$ cat src/rtl/aidan_mcnay_frame_sipo.sv
// Serial-in/parallel-out frame receiver with a valid/ready holding register.
// Optional even-parity checking is compiled in with AIDAN_MCNAY_FRAME_SIPO_PARITY_EN.
module aidan_mcnay_frame_sipo #(
  parameter int nbits     = 16,
  parameter int msb_first = 1
) (
  input  logic                       clk,
  input  logic                       reset,
  input  logic                       en,
  input  logic                       data_in,
  input  logic                       clear,
  output logic [nbits-1:0]           data_out,
  output logic                       out_val,
  input  logic                       out_rdy,
  output logic                       overrun,
  output logic                       parity_err,
  output logic [$clog2(nbits+1)-1:0] bit_count
);

  localparam int CW = $clog2(nbits + 1);
`ifdef AIDAN_MCNAY_FRAME_SIPO_PARITY_EN
  localparam int FRAME_LEN = nbits + 1;
`else
  localparam int FRAME_LEN = nbits;
`endif

  logic [nbits-1:0] shift_reg, shift_next;
  logic [nbits-1:0] shifted;
  logic [CW-1:0]    count_reg, count_next;
  logic [nbits-1:0] data_out_reg, data_out_next;
  logic             out_val_reg, out_val_next;
  logic             overrun_reg, overrun_next;
  logic             parity_err_reg, parity_err_next;
  logic             accept;
  logic             complete;
  logic             payload_bit;
  logic [nbits-1:0] frame_data;

  // Shift path: new bit enters at the LSB (msb_first) or at the MSB (lsb-first).
  generate
    for (genvar gi = 0; gi < nbits; gi++) begin : g_shift
      if (msb_first != 0) begin : g_msb
        if (gi == 0) begin : g_in
          assign shifted[gi] = data_in;
        end else begin : g_mv
          assign shifted[gi] = shift_reg[gi-1];
        end
      end else begin : g_lsb
        if (gi == nbits - 1) begin : g_in
          assign shifted[gi] = data_in;
        end else begin : g_mv
          assign shifted[gi] = shift_reg[gi+1];
        end
      end
    end
  endgenerate

  assign accept   = en && !clear;
  assign complete = accept && (count_reg == CW'(FRAME_LEN - 1));

`ifdef AIDAN_MCNAY_FRAME_SIPO_PARITY_EN
  logic parity_acc_reg, parity_acc_next;

  // The trailing parity bit completes the frame but never enters the payload.
  assign payload_bit = (int'(count_reg) < nbits);
  assign frame_data  = shift_reg;

  always_comb begin
    parity_acc_next = parity_acc_reg;
    parity_err_next = parity_err_reg;
    if (clear || complete) begin
      parity_acc_next = 1'b0;
    end else if (accept) begin
      parity_acc_next = parity_acc_reg ^ data_in;
    end
    if (complete && (!out_val_reg || out_rdy)) begin
      parity_err_next = parity_acc_reg ^ data_in;
    end
  end

  always_ff @(posedge clk) begin
    if (reset) begin
      parity_acc_reg <= 1'b0;
    end else begin
      parity_acc_reg <= parity_acc_next;
    end
  end
`else
  assign payload_bit     = 1'b1;
  assign frame_data      = shifted;
  assign parity_err_next = 1'b0;
`endif

  // Shift register and bit counter.
  always_comb begin
    shift_next = shift_reg;
    count_next = count_reg;
    if (clear || complete) begin
      shift_next = '0;
      count_next = '0;
    end else if (accept) begin
      count_next = count_reg + CW'(1);
      if (payload_bit) begin
        shift_next = shifted;
      end
    end
  end

  // Holding register: a completed frame is dropped only when the slot is full and not draining.
  always_comb begin
    data_out_next = data_out_reg;
    out_val_next  = out_val_reg;
    overrun_next  = overrun_reg;
    if (complete) begin
      if (!out_val_reg || out_rdy) begin
        data_out_next = frame_data;
        out_val_next  = 1'b1;
      end else begin
        overrun_next  = 1'b1;
      end
    end else if (out_val_reg && out_rdy) begin
      out_val_next = 1'b0;
    end
  end

  always_ff @(posedge clk) begin
    if (reset) begin
      shift_reg      <= '0;
      count_reg      <= '0;
      data_out_reg   <= '0;
      out_val_reg    <= 1'b0;
      overrun_reg    <= 1'b0;
      parity_err_reg <= 1'b0;
    end else begin
      shift_reg      <= shift_next;
      count_reg      <= count_next;
      data_out_reg   <= data_out_next;
      out_val_reg    <= out_val_next;
      overrun_reg    <= overrun_next;
      parity_err_reg <= parity_err_next;
    end
  end

  assign data_out   = data_out_reg;
  assign out_val    = out_val_reg;
  assign overrun    = overrun_reg;
  assign parity_err = parity_err_reg;
  assign bit_count  = count_reg;

endmodule

$ cat config.mk
export PLATFORM = sky130hd
export DESIGN_NAME = aidan_mcnay_frame_sipo
export DESIGN_NICKNAME = d
export VERILOG_FILES = /design/src/rtl/aidan_mcnay_frame_sipo.sv
export SDC_FILE = /design/constraint.sdc
export NUM_CORES = 1
export LEC_CHECK = 0
export CAP_MARGIN = 5
export CORE_UTILIZATION = 52
export CTS_BUF_LIST = sky130_fd_sc_hd__clkbuf_8
export CTS_CLUSTER_SIZE = 14
export DETAILED_ROUTE_END_ITERATION = 10
export GPL_ROUTABILITY_DRIVEN = 0
export GPL_TIMING_DRIVEN = 0
export HOLD_SLACK_MARGIN = 0.02
export PLACE_DENSITY = 0.79
export SYNTH_ARGS = -nofsm -noshare
export SYNTH_HDL_FRONTEND = slang
export SYNTH_SLANG_ARGS = --single-unit
$ cat constraint.sdc
create_clock -name clk -period 1.8 [get_ports clk]
set_input_delay 0.18 -clock clk [delete_from_list [all_inputs] [get_ports clk]]
set_output_delay 0.18 -clock clk [all_outputs]
set_load 0.01 [all_outputs]
After elaboration in Yosys (flattened, before gate mapping)

Index checks and enable logic that the tools add are counted.

$add $sub $neg: 1
Equality and inequality tests: 2
Muxes and demuxes: 3
Bitwise operators: 1
Reduce and logical (&&, ||, !) cells: 12

Operators with widths:

| cell                  | count |
|---|---|
| $reduce_and A2 Y1     | 3 |
| $add A5 B1 Y5 const B | 1 |
| $eq A5 B4 Y1 const B  | 1 |
| $logic_and A1 B1 Y1   | 3 |
| $mux W1               | 3 |
| $logic_not A1 Y1      | 2 |
| $logic_or A1 B1 Y1    | 2 |
| $ne A2 B1 Y1 const B  | 1 |
| $reduce_bool A2 Y1    | 1 |
| $reduce_or A2 Y1      | 1 |
| $not A1 Y1            | 1 |

Register bits after elaboration: 38
Input bits: 6
Output and inout port bits: 24
Word-level logic and storage cells: 24

Logic depth before layout (Yosys ltp)

Gate-level depths: netlist of run 1.

Depth in word-level cells: 5
Mapped depth: 7
Mapped depth without buffers: 6

Worst setup path after synthesis of run 1

Ideal clock, no wire load.

Path kind: register to register
Start point: register count_reg[0], in the netlist bit_count[0]
End point: register data_out_reg[7], in the netlist data_out[7]
Arrival: 1628 ps
Slack: 101 ps
Stages on the path, launching flop included: 8
Buffers on the path: 1
Path through: dfxtp_1 -> ha_1 -> and3_1 -> ha_1 -> nand3b_4 -> buf_6 -> or3b_1 -> a21oi_1

Word-level cells in the longest chain between the ends: 3

RTL lines:

| item                        | line | source |
|---|---|---|
| start: declaration          | 29   | `logic [CW-1:0] count_reg, count_next;` |
| start signal: assignment    | 136  | `count_reg <= count_next;` |
| $eq A5 B4 Y1                | 59   | `assign complete = accept && (count_reg == CW'(FRAME_LEN - 1));` |
| $logic_and A1 B1 Y1         | 59   |  |
| $reduce_and A2 Y1 (no line) | --   |  |
| end signal: assignment      | 137  | `data_out_reg <= data_out_next;` |
| end: declaration            | 30   | `logic [nbits-1:0] data_out_reg, data_out_next;` |

Every way passes these cells.
A chain may end at the register's enable or synchronous reset.

Final worst setup path of run 1

Start point: register count_reg[1], in the netlist bit_count[1]
End point: register data_out_reg[6], in the netlist data_out[6]

The elaborated chain is that of the path after synthesis.

==> impl_metrics.ini, run 1 <==
[run_status]
status = completed

[grt]
grt_use_met1_pct = 26.11
grt_use_met3_pct = 7.674
grt_max_degree = 12
grt_first_pass_wirelength_microns = 5464
overflow = 0
grt_pass1_vias = 1237
grt_use_total_pct = 22.66
met2_usage_pct = 38.10
grt-busiest-layer = met2
antenna_found_initial = 0

[worst_hold_path]
hold_start = reset
hold_class = in -> reg
worstHoldEndpoint = data_out[14]
min_path_cells = 2

[critical_path]
worstPathMaxFanout = 7
critical-path-max-stage-delay_ns = 0.40
reg2reg_slack_ns = 0.02
path_cells = ha_4 -> and3_4 -> ha_4 -> nand3b_4 -> buf_2 -> or3b_1 -> a21oi_2
cp_top_family = simple AND/OR/NAND/NOR gates
cp-start-kind = register
r2r_cells = 7
cp.required_ns = 2.02
cp-end-kind = register
slowest_stage = or3b_1
r2r-start = bit_count[1]
arrival_ns = 2.00
worstSetupPathType = reg -> reg
path_common_cell = ha_4
crit_buf_inv = 1
reg2reg_to = data_out[6]

[logic_synthesis]
synthTopCellsByArea = dfxtp_1 (50%), a21oi_1 (11%), or3b_1 (9.2%)
synth.avg_cell_area_sq_um = 8.751
synthArstFlopShare_pct = 0
synth_top_area_share_pct = 49.96
ys_ff_latch = 38
synth_most_common_cell = dfxtp_1
synth_commonest_cells = dfxtp_1 (38), a21oi_1 (34), nand2_1 (32)
synth_warnings = 0
yosysTopAreaCell = dfxtp_1
synth_cell_types = 26
syn_area_sq_um = 1523
synth_edf_count = 0
syn-num-nets = 182
synthCells = 174
ys_seq_area_share_pct = 49.96
synthFlopType = dfxtp_1

[clock_network]
cts_tree = built
cts_root_buf = clkbuf_8
cts.htree.levels = 2
hold_buffers = 0
clock-sinks = 38
clk_latency_ns = 0.29
path_clk_slew_ns = 0.07
cts_buffer_depth = 2
cts_buffers = 5

[timing]
finalWorstSetupSlack_ns = 0.01698
slew_violations = 0
min_period_over_period_pct = 99.06
fmax_mhz = 560.8
post-route-min-period_ns = 1.783
final.setup_skew_ns = 0.002456
setup_viol = 0
hold_viol_final = 0

[cells_and_area]
num_antenna_cells = 0
post-route-util_pct = 74.36
drive_gt1_share_pct = 16.28
area_growth_pct = 34.68
final_nets = 223
largest_reg_flops = 16

[power_and_ir_drop]
total_power_w = 0.001636
cellLeakagePower_nw = 0.6789
p_per_area_nw_per_um2 = 797.7
ir_drop_mv = 0.8738

[floorplanning]
fp.dieH_microns = 56.12
io_pins = 30
core_area_sq_um = 2758
row_count = 19
design.die.area_sq_um = 3149
fp.dieW_microns = 56.12
start_util_pct = 55.22

[placed_design]
dp_worst_setup_slack_ns = -0.07221
post-dp-hpwl_microns = 2326
port_buffers = 27

[detailed_routing]
viasPerCell = 5.411
drc_errors = 0
wl_per_cell_microns = 13.89
ant_nets = 0
drt_iter0_markers = 32
route.vias.total = 1331
drt-total-wl_microns = 3416
first_pass_iters = 4

[job]
cap_violations = 0
## how the worst max path moves through the flow
stage	cells past startpoint	start	end	slack, ns
CTS	7	bit_count[0]	data_out[13]	0.006
detailed placement	7	bit_count[0]	data_out[13]	-0.07
floorplan	7	bit_count[0]	data_out[7]	0.10
global placement	7	bit_count[0]	data_out[4]	-0.0002
finish	7	bit_count[1]	data_out[6]	0.02
global route	7	bit_count[1]	data_out[6]	-0.05
## routing by layer
| metal | vias up | part of all wire [%] |
|---|---|---|
| met5 | - | 0 |
| met1 | 617 | 43 |
| met3 | 6 | 4.8 |
| met4 | 0 | 1.4 |
| li1 | 670 | - |
| met2 | 38 | 51 |
## power by group
part | leakage, nW | internal, W | switching, W
registers | 0.307 | 0.000842 | 0.00000223
clock network | 0.0573 | 0.000443 | 0.000285
logic | 0.314 | 0.0000264 | 0.0000376
total | 0.679 | 0.00131 | 0.000325
## cells by family (layout without fill, tap and decap cells)
family | after synthesis | in the layout | synth area share (%)
buffers and inverters | 16 | 57 | 5.833
adder cells (fa/ha/maj) | 2 | 2 | 1.643
flip-flops | 38 | 38 | 49.96
AO/OA/AOI/OAI | 54 | 54 | 18.49
XOR/XNOR | 2 | 2 | 1.151
other | 1 | 1 | 0.2463
AND/OR/NAND/NOR | 61 | 61 | 22.68
## cells in the final DEF, fill, tap and decap left out, drive strengths merged
cell type,count
a211o,1
a211oi,1
a21oi,34
and3,1
buf,16
bufinv,1
clkbuf,12
clkdlybuf4s50,27
conb,1
dfxtp,38
ha,2
inv,1
nand2,32
nand2b,2
nand3,1
nand3b,2
nor2,4
nor2b,2
o21ai,17
o21ba,1
or3,1
or3b,16
xnor2,1
xor2,1
## worst register-to-register path: cells and delay by family (launching register included)
kind,cells,cell delay (ns)
AND/OR/NAND/NOR,3,0.72
adder cells (fa/ha/maj),2,0.30
AO/OA/AOI/OAI,1,0.15
flip-flops,1,0.38
buffers and inverters,1,0.17
## what timing repair did
action / 4_1_cts / 5_1_grt
gates resized for setup: 4 / 10
pin swaps: 0 / 1
gates cloned: 0 / 1
endpoints found under the setup margin: 12 / 13
buffers inserted: 0 / 6
## layout make-up
cell class                      instances  area [sq um]
Clock inverter                          1         30.03
Sequential cell                        38         765.7
Buffer                                 15         85.08
Tap cell                               31         38.79
Clock buffer                            6         82.58
Timing Repair Buffer                   34         320.3
Fill cell                             209         706.9
Multi-Input combinational cell        120         724.4
Inverter                                1         3.754
## metrics by stage
step	cell area [sq um]	hold WS [ns]	std cells	TNS (ns)
after floorplan	1523	0.3160	174	0
after global placement	1832	0.4432	232	-0.0002045
after detailed placement	1832	0.4603	232	-0.6410
after CTS	1959	0.2896	239	0
after global routing	2051	0.3489	246	-0.06732
final	2051	0.3127	246	0
Note: power is estimated with default switching activity, not from simulation.
==> run 2: changes to the inputs <==
--- a/config.mk
+++ b/config.mk
@@ -6,6 +6,7 @@
 export NUM_CORES = 1
 export LEC_CHECK = 0
 export CAP_MARGIN = 5
+export CORE_MARGIN = 1.5
 export CORE_UTILIZATION = 52
 export CTS_BUF_LIST = sky130_fd_sc_hd__clkbuf_8
 export CTS_CLUSTER_SIZE = 14
==> impl_metrics.ini, run 2 (synthesis gave the netlist of run 1 again) <==
[critical_path]
slowest_stage = or3b_1
worstPathMaxFanout = 10
crit_buf_inv = 1
path_cells = ha_2 -> and3_4 -> ha_4 -> nand3b_4 -> buf_6 -> or3b_1 -> a21oi_1
cp-start-kind = register
cp-end-kind = register
cp.required_ns = 2.02
cp_top_family = simple AND/OR/NAND/NOR gates
critical-path-max-stage-delay_ns = 0.37
worstSetupPathType = reg -> reg
arrival_ns = 1.97
reg2reg_slack_ns = 0.05

[power_and_ir_drop]
cellLeakagePower_nw = 0.6638
total_power_w = 0.001630
ir_drop_mv = 0.9989
p_per_area_nw_per_um2 = 816.7

[floorplanning]
design.die.area_sq_um = 3262
fp.dieW_microns = 57.12
fp.dieH_microns = 57.12
row_count = 19
core_area_sq_um = 2758
io_pins = 30
start_util_pct = 55.22

[cells_and_area]
layout_common_cells = dfxtp_1 (36), a21oi_1 (33), nand2_1 (32)
post-route-util_pct = 72.37
register_area_sq_um = 763.2
layout_commonest_cell = dfxtp_1
largest_reg_flops = 16
fillers = 217
area_growth_pct = 31.06
num_antenna_cells = 0
stdcell_area_sq_um = 1996
final_nets = 219
multiInputGateArea_sq_um = 699.4
drive_gt1_share_pct = 12.80

[clock_network]
cts_root_buf = clkbuf_8
cts_buffer_depth = 2
cts_tree = built
cts.htree.levels = 2
clk_latency_ns = 0.29
hold_buffers = 0
clock-sinks = 38
cts_buffers = 5
path_clk_slew_ns = 0.07

[grt]
grt_pass1_vias = 1164
overflow = 0
grt_use_total_pct = 20.83
antenna_found_initial = 0
grt_max_degree = 12
grt_first_pass_wirelength_microns = 5126

[detailed_routing]
drt-total-wl_microns = 3220
drt_iter0_markers = 53
first_pass_iters = 4
viasPerCell = 5.479
route.vias.total = 1326
wl_per_cell_microns = 13.31
ant_nets = 0
drc_errors = 0

[placed_design]
port_buffers = 27
place_area_sq_um = 1832
post-dp-hpwl_microns = 2246
dp_worst_setup_slack_ns = -0.06498

[timing]
finalWorstSetupSlack_ns = 0.05405
final.setup_skew_ns = 0.002501
slew_violations = 0
fmax_mhz = 572.8
setup_viol = 0
rsz0062_at_grt = no
post-route-min-period_ns = 1.746
min_period_over_period_pct = 97.00
hold_viol_final = 0

[run_status]
status = completed

[job]
cap_violations = 0

[worst_hold_path]
hold_class = in -> reg
run 2: path summary, 6_finish.rpt:
kind                               startpoint  cells past startpoint       endpoint
worst min register to register  shift_reg[10]                      2  shift_reg[11]
worst min-delay path                    reset                      2   data_out[14]
worst max register to register   bit_count[1]                      7    data_out[4]
worst max-delay path             bit_count[1]                      7    data_out[4]
run 2: where the power goes:
| part | switching (W) | leakage, nW | internal (W) |
|---|---|---|---|
| Sequential | 0.00000179 | 0.307 | 0.000843 |
| Clock | 0.000280 | 0.0573 | 0.000443 |
| Combinational | 0.0000366 | 0.299 | 0.0000262 |
| Total | 0.000318 | 0.664 | 0.00131 |
run 2: timing repair:
item                       4_1_cts  5_1_grt
gates resized for setup          4        4
setup endpoints to repair       12       13
buffers inserted                 0        3
pin swaps                        0        0
run 2: worst register-to-register path, stage by stage (launching register included):
cell,delay (ns)
dfxtp_2,0.36
ha_2,0.19
and3_4,0.20
ha_4,0.15
nand3b_4,0.12
buf_6,0.16
or3b_1,0.37
a21oi_1,0.13
run 2: final cells by class:
type | instances | share of cell area (%)
Buffer | 15 | 4.263
Inverter | 1 | 0.1881
Sequential cell | 38 | 38.24
Timing Repair Buffer | 30 | 14.67
Tap cell | 31 | 1.944
Clock buffer | 6 | 4.138
Multi-Input combinational cell | 120 | 35.05
Clock inverter | 1 | 1.505
run 2: stage by stage:
stage / setup TNS (ns) / instances / hold WS, ns
floorplan: 0 / 174 / 0.3160
global placement: 0 / 232 / 0.4426
detailed placement: -0.4933 / 232 / 0.4579
CTS: 0 / 239 / 0.2891
global route: 0 / 242 / 0.3405
finish: 0 / 242 / 0.3188
run 2: metal layers:
metal | track usage [%] | share of wire [%]
met3 | 7.029 | 4.3
met4 | 8.970 | 1.6
met5 | 0 | 0
met2 | 34.65 | 50
met1 | 24.50 | 44
==> run 3: changes to the inputs <==
--- a/config.mk
+++ b/config.mk
@@ -15,6 +15,7 @@
 export GPL_TIMING_DRIVEN = 0
 export HOLD_SLACK_MARGIN = 0.02
 export PLACE_DENSITY = 0.79
+export SETUP_SLACK_MARGIN = 0.02
 export SYNTH_ARGS = -nofsm -noshare
 export SYNTH_HDL_FRONTEND = slang
 export SYNTH_SLANG_ARGS = --single-unit
==> impl_metrics.ini, run 3 (synthesis gave the netlist of run 1 again) <==
[power_and_ir_drop]
ir_drop_mv = 0.9992
cellLeakagePower_nw = 0.6702
p_per_area_nw_per_um2 = 807.4

[cells_and_area]
area_growth_pct = 32.87
drive_gt1_share_pct = 13.68
final_nets = 220
layout_common_cells = dfxtp_1 (36), a21oi_1 (32), nand2_1 (32)
num_antenna_cells = 0
post-route-util_pct = 73.37
layout_commonest_cell = dfxtp_1
largest_reg_flops = 16

[critical_path]
worstSetupPathType = reg -> reg
cp_top_family = simple AND/OR/NAND/NOR gates
path_common_cell = ha_4
path_cells = ha_4 -> and3_4 -> ha_4 -> nand3b_4 -> buf_6 -> or3b_4 -> a21oi_2
arrival_ns = 1.95
slowest_stage = dfxtp_2
cp-start-kind = register
cp.required_ns = 2.02
worstPathMaxFanout = 8
critical-path-max-stage-delay_ns = 0.37
crit_buf_inv = 1
cp-end-kind = register

[clock_network]
cts.htree.levels = 2
hold_buffers = 0
path_clk_slew_ns = 0.07
clk_latency_ns = 0.29
cts_buffers = 5
clock-sinks = 38
cts_root_buf = clkbuf_8
cts_buffer_depth = 2
cts_tree = built

[worst_hold_path]
hold_class = in -> reg

[grt]
grt_max_degree = 12
grt_first_pass_wirelength_microns = 5099
antenna_found_initial = 0
grt_pass1_vias = 1156
grt_use_total_pct = 20.73
overflow = 0

[placed_design]
post-dp-hpwl_microns = 2246
port_buffers = 27
dp_worst_setup_slack_ns = -0.06498

[timing]
post-route-min-period_ns = 1.728
final.setup_skew_ns = 0.003106
fmax_mhz = 578.6
hold_viol_final = 0
slew_violations = 0
finalWorstSetupSlack_ns = 0.07162
min_period_over_period_pct = 96.02
setup_viol = 0
finalSetupTns_ns = 0

[floorplanning]
core_area_sq_um = 2758
start_util_pct = 55.22
fp.dieW_microns = 57.12
io_pins = 30
row_count = 19
fp.dieH_microns = 57.12
design.die.area_sq_um = 3262

[detailed_routing]
drt-total-wl_microns = 3282
route.vias.total = 1320
viasPerCell = 5.432
first_pass_iters = 4
drc_errors = 0
drt_iter0_markers = 49
wl_per_cell_microns = 13.51
ant_nets = 0

[job]
cap_violations = 0

[run_status]
status = completed
## run 3: changes by cell type in the layout (fill, tap and decap cells not counted), sizes merged
cell	before	now
buf	12	13
## run 3: worst reg2reg max path, stage by stage, from the launching register on
cell	delay, ns
dfxtp_2	0.37
ha_4	0.15
and3_4	0.20
ha_4	0.15
nand3b_4	0.14
buf_6	0.16
or3b_4	0.38
a21oi_2	0.12
## run 3: worst paths after layout
check | start | endpoint | slack (ns) | cells past startpoint
min reg2reg | shift_reg[11] | shift_reg[12] | 0.47 | 2
max reg2reg | bit_count[0] | data_out[5] | 0.07 | 7
max | bit_count[0] | data_out[5] | 0.07 | 7
min | reset | data_out[14] | 0.31 | 2
## run 3: what timing repair did
item,4_1_cts,5_1_grt
endpoints found under the hold margin,0,0
setup buffers,0,3
pin swaps,0,0
endpoints found under the setup margin,13,11
resized for setup,5,8
cloned,0,1
## run 3: per-stage QoR
step	instance area (sq um)	hold WS, ns	instances	power [W]
after global routing	2023	0.3405	243	0.001684
after detailed placement	1832	0.4579	232	0.0009234
after CTS	1964	0.2891	239	0.001639
after floorplan	1523	0.3160	174	0.0008999
after global placement	1832	0.4426	232	0.0009218
final	2023	0.3079	243	0.001633
## run 3: power breakdown
part	total (W)	internal [W]	leakage, nW	switching (W)
clock	0.000726	0.000443	0.0573	0.000284
sequential	0.000844	0.000841	0.307	0.00000227
combinational	0.0000634	0.0000265	0.306	0.0000369
## run 3: final cells by class
class | count | area [sq um]
Sequential cell | 38 | 765.7
Timing Repair Buffer | 31 | 304.0
Buffer | 15 | 85.08
Tap cell | 31 | 38.79
Clock buffer | 6 | 82.58
Fill cell | 217 | 734.5
Inverter | 1 | 3.754
Multi-Input combinational cell | 120 | 713.2
Clock inverter | 1 | 30.03
## run 3: per-layer routing
layer  part of all wire [%]  global-route usage [%]  vias up
li1                       -                       -      666
met1                     44                   24.50      614
met2                     50                   34.32       33
met3                    4.3                   7.029        7
met4                    1.7                   8.970        0
met5                      0                       0        -
==> variant 1 (config.mk and constraints of run 2) <==
Set the parameter `nbits` to 8 (it was 16).
--- a/src/rtl/aidan_mcnay_frame_sipo.sv
+++ b/src/rtl/aidan_mcnay_frame_sipo.sv
@@ -2,5 +2,5 @@
 // Optional even-parity checking is compiled in with AIDAN_MCNAY_FRAME_SIPO_PARITY_EN.
 module aidan_mcnay_frame_sipo #(
-  parameter int nbits     = 16,
+  parameter int nbits     = 8,
   parameter int msb_first = 1
 ) (
Ports: changed (resized bit_count and data_out); port bits go from 30 to 21. The function was not compared with the original's and may differ.
==> variant 1 against run 2 <==
- worst setup slack improved by 0.30 ns
- critical path depth decreased by 2
- wire length decreased by 51%
- synthesized cell count decreased by 44%
- sequential power decreased by 45%
- area after synthesis decreased by 39%
- total power decreased by 49%
- clock skew increased by 0.0013 ns
- sequential cell count decreased by 17
- combinational power decreased by 12%
- clock power decreased by 57%
- count of clock-buffer cells in the layout decreased by 3
- cell area decreased by 40%
- largest cell class is now multi-input gates
- highest routed layer unchanged
==> variant 1: results (changes against run 2) <==
Outcome
  – Status: complete, no violations

Power
  – LEAKAGE: 0.386 nW (-42%)
  – P_comb: 0.0000554 W (-12%)
  – Sequential Power Share: 56.3% (+4.5 points)
  – Worst VDD drop: 455 µV (-54%)
  – Combinational share of power: 6.7% (+2.8 points)
  – Pint: 0.000648 W (-51%)
  – Cell area power density: 697 nW/µm² (-15%)

Cells and area
  – Largest register FFs: 8 (-8)
  – Share of cells above drive strength 1: 18.5% (+5.7 points)
  – Filler instances: 131 (-40%)
  – Nets: 127 (-42%)

Logic synthesis
  – Largest cells by area after synthesis: dfxtp_1 45%, nand2b_1 11%, mux2i_1 8.6%, a21oi_2 7.5%, nand2_1 6.4%
  – Post-synth net total: 104 (-43%)
  – Yosys cell types: 27 (+3.8%)
  – Multiplexer share of the synthesized area: 8.59% (+8.6 points)
  – Sequential fraction of the synthesis area: 45.1% (-4.9 points)
  – Post-synthesis adder-cell area fraction: 1.34% (-0.30 points)
  – Synth Area per Inst: 9.61 µm² (+9.8%)
  – XOR/XNOR share of the synthesized area: 1.88% (+0.73 points)
  – Top cells by count, synth: 21 x dfxtp_1, 16 x nand2_1, 16 x nand2b_1

Routing
  – Met2 routed WL: 715 µm (-56%)
  – Post-route met1 wirelength: 790 µm (-44%)
  – Wire per inst: 11.0 µm (-18%)
  – DR WL met3: 39 µm (-72%)
  – Drt total wl: 1580 µm (-51%)

Placement
  – I/O Buffers: 18 (-33%)
  – Placed Cells: 140 (-40%)
  – Placement Cell Area: 1140 µm² (-38%)
  – Hpwl dp: 1140 µm (-49%)
  – Place WS: 0.277 ns (+0.342 ns)

GRT
  – GR Util All Layers: 19.9% (-0.94 points)
  – Met1 usage: 24.4% (-0.12 points)
  – Met2 usage: 31.7% (-2.9 points)
  – First-pass GRT wire length: 2870 µm (-44%)
  – Vias in the first global route: 660 (-43%)
  – Largest net degree at the start of global routing: 13 (+1)

STA
  – Slack of the critical path: 0.354 ns (+0.300 ns)
  – Clk_skew: 0.00377 ns (+0.00127 ns)
  – Hold slack: 0.424 ns (+0.105 ns)

Clocking
  – TritonCTS buffer count: 3 (-2)
  – H-tree levels: 1 (-1)
  – Skew-Pair Late Insertion Delay: 0.26 ns (-0.03 ns)
  – Cts repair resizes: 0 (-4)

Critical path
  – R2R setup slack: 0.35 ns (+0.30 ns)
  – R2r startpoint: bit_count[0]
  – Worst R2R End: shift_reg[6]

Hold path
  – Hold Path Stages: 3 (+1)
variant 1: cell count changes after synthesis, moves of 2 or more:
| cell | run 2 | this run |
|---|---|---|
| a21oi_1 | 34 | 2 |
| a21oi_2 | 0 | 8 |
| buf_2 | 5 | 1 |
| clkbuf_1 | 6 | 1 |
| dfxtp_1 | 38 | 21 |
| mux2i_1 | 0 | 8 |
| nand2_1 | 32 | 16 |
| nand2b_1 | 2 | 16 |
| nor2_1 | 4 | 2 |
| nor2_2 | 0 | 2 |
| o21ai_1 | 16 | 0 |
| or3b_1 | 16 | 0 |
variant 1: layout make-up:
cell class | instances | share of cell area (%)
repair buffers | 18 | 15.1
plain buffers | 7 | 4.21
multi-input cells | 69 | 38.8
clock buffers | 3 | 3.47
clock inverters | 1 | 0.421
flip-flops and latches | 21 | 35.3
well taps | 25 | 2.63
variant 1: worst max-delay path: stages (launching register included):
cell and delay, ns:
dfxtp_1 0.35, ha_1 0.22, and3b_2 0.22, a211o_1 0.32, buf_6 0.16, a21oi_2 0.11
==> variant 2 (settings of run 2) <==
Without the edit above. Take the reset off `shift_reg` and load it in a clocked block of its own.
--- a/src/rtl/aidan_mcnay_frame_sipo.sv
+++ b/src/rtl/aidan_mcnay_frame_sipo.sv
@@ -126,5 +126,4 @@
   always_ff @(posedge clk) begin
     if (reset) begin
-      shift_reg      <= '0;
       count_reg      <= '0;
       data_out_reg   <= '0;
@@ -133,5 +132,4 @@
       parity_err_reg <= 1'b0;
     end else begin
-      shift_reg      <= shift_next;
       count_reg      <= count_next;
       data_out_reg   <= data_out_next;
@@ -140,4 +138,8 @@
       parity_err_reg <= parity_err_next;
     end
+  end
+
+  always_ff @(posedge clk) begin
+    shift_reg <= shift_next;
   end
 
Check against the original RTL: same outputs for any inputs over 10 cycles, from zero or initial values and one cycle with reset high; that may be too few to reach the edited logic, so the function may still have changed.
==> variant 2 against run 2 <==
- count of clock-buffer cells in the layout is the same
- area after synthesis grew 3.0%
- critical path type unchanged
- sequential cell count is the same
- cell area grew 1.4%
- wire length shrank 6.1%
- worst setup slack gained 0.029 ns
- final cell count is the same
- highest routed layer unchanged
- critical endpoint is now bit_count[4]
- total power shrank 7.6%
==> variant 2: results (changes against run 2) <==
Clocking
  – Cts repair resizes: 3 (-1)

Critical path
  – R2r startpoint: bit_count[0]
  – Worst-path fanout max: 7 (-3)
  – Worst r2r path cells: 6 (-1)
  – Critical path endpoint: bit_count[4]
  – Critical path launch point: bit_count[0]
  – Worst EP arrival: 1.93 ns (-0.04 ns)
  – CP peak stage delay: 0.34 ns (-0.03 ns)

Routing
  – Met2 routed WL: 1450 µm (-11%)
  – Wire per inst: 12.5 µm (-6.1%)
  – Drt total wl: 3020 µm (-6.1%)
  – DR pass1 iterations: 6 (+2)
  – DR WL met3: 177 µm (+28%)
  – Via density: 5.04 (-8.1%)
  – Post-route met1 wirelength: 1340 µm (-4.6%)

Logic synthesis
  – Synth Area in Compound Gates: 7.42% (-11 points)
  – Largest cells by area after synthesis: dfxtp_1 49%, nand2b_1 13%, mux2i_1 10%, nand2_1 7.7%, a21oi_1 5.7%
  – Post-synthesis adder-cell area fraction: 1.60% (-0.047 points)
  – Top cells by count, synth: 38 x dfxtp_1, 33 x nand2b_1, 32 x nand2_1
  – Post-synth net total: 179 (-1.6%)
  – XOR/XNOR share of the synthesized area: 1.12% (-0.033 points)
  – Yosys cell types: 28 (+7.7%)
  – Multiplexer share of the synthesized area: 10.2% (+10 points)

Placement
  – Placed Cells: 230 (-0.86%)
  – Place WS: -0.0721 ns (-0.00713 ns)
  – Placement Cell Area: 1890 µm² (+3.0%)

STA
  – Minimum clock period: 1.72 ns (-0.0291 ns)
  – Clk_skew: 0.00518 ns (+0.00268 ns)
  – Hold slack: 0.460 ns (+0.141 ns)

Hold path
  – Min-delay worst type: flip-flop to flip-flop

Power
  – Design Power: 0.00151 W (-7.6%)
  – Sequential power: 0.000847 W (about the same)
  – Worst VDD drop: 616 µV (-38%)
  – Clock power frac: 38.5% (-5.8 points)

GRT
  – Vias in the first global route: 1192 (+2.4%)
  – First-pass GRT wire length: 5110 µm (-0.27%)
  – Met2 usage: 34.3% (-0.39 points)
  – GR Util All Layers: 20.9% (+0.094 points)
  – Met1 usage: 24.0% (-0.49 points)
  – GR Util met3: 8.71% (+1.7 points)

Outcome
  – Status: complete, no violations

Cells and area
  – Nets: 218 (-0.46%)
-- variant 2: cell count changes after synthesis, moves of 4 or more --
cell / delta
or3b_1: -16
o21ai_1: -16
a21oi_1: -16
buf_2: -4
mux2i_1: +16
nand2b_1: +31
-- variant 2: final cells by class --
cell class | count | area (µm²) | area share [%]
sequential | 38 | 763 | 37.7
clock inverter | 2 | 8.76 | 0.433
inverter | 1 | 3.75 | 0.186
multi-input combinational | 121 | 738 | 36.5
timing repair buffer | 32 | 310 | 15.3
tap | 31 | 38.8 | 1.92
buffer | 11 | 77.6 | 3.83
clock buffer | 6 | 82.6 | 4.08
-- variant 2: worst min path at each step --
stage                     to  cells past startpoint           from
5_1_grt          data_out[0]                      3        data_in
6_report       shift_reg[14]                      2  shift_reg[14]
3_3_place_gp   shift_reg[14]                      2  shift_reg[14]
4_1_cts        shift_reg[14]                      2  shift_reg[14]
3_5_place_dp   shift_reg[14]                      2  shift_reg[14]
2_1_floorplan   shift_reg[0]                      2        data_in
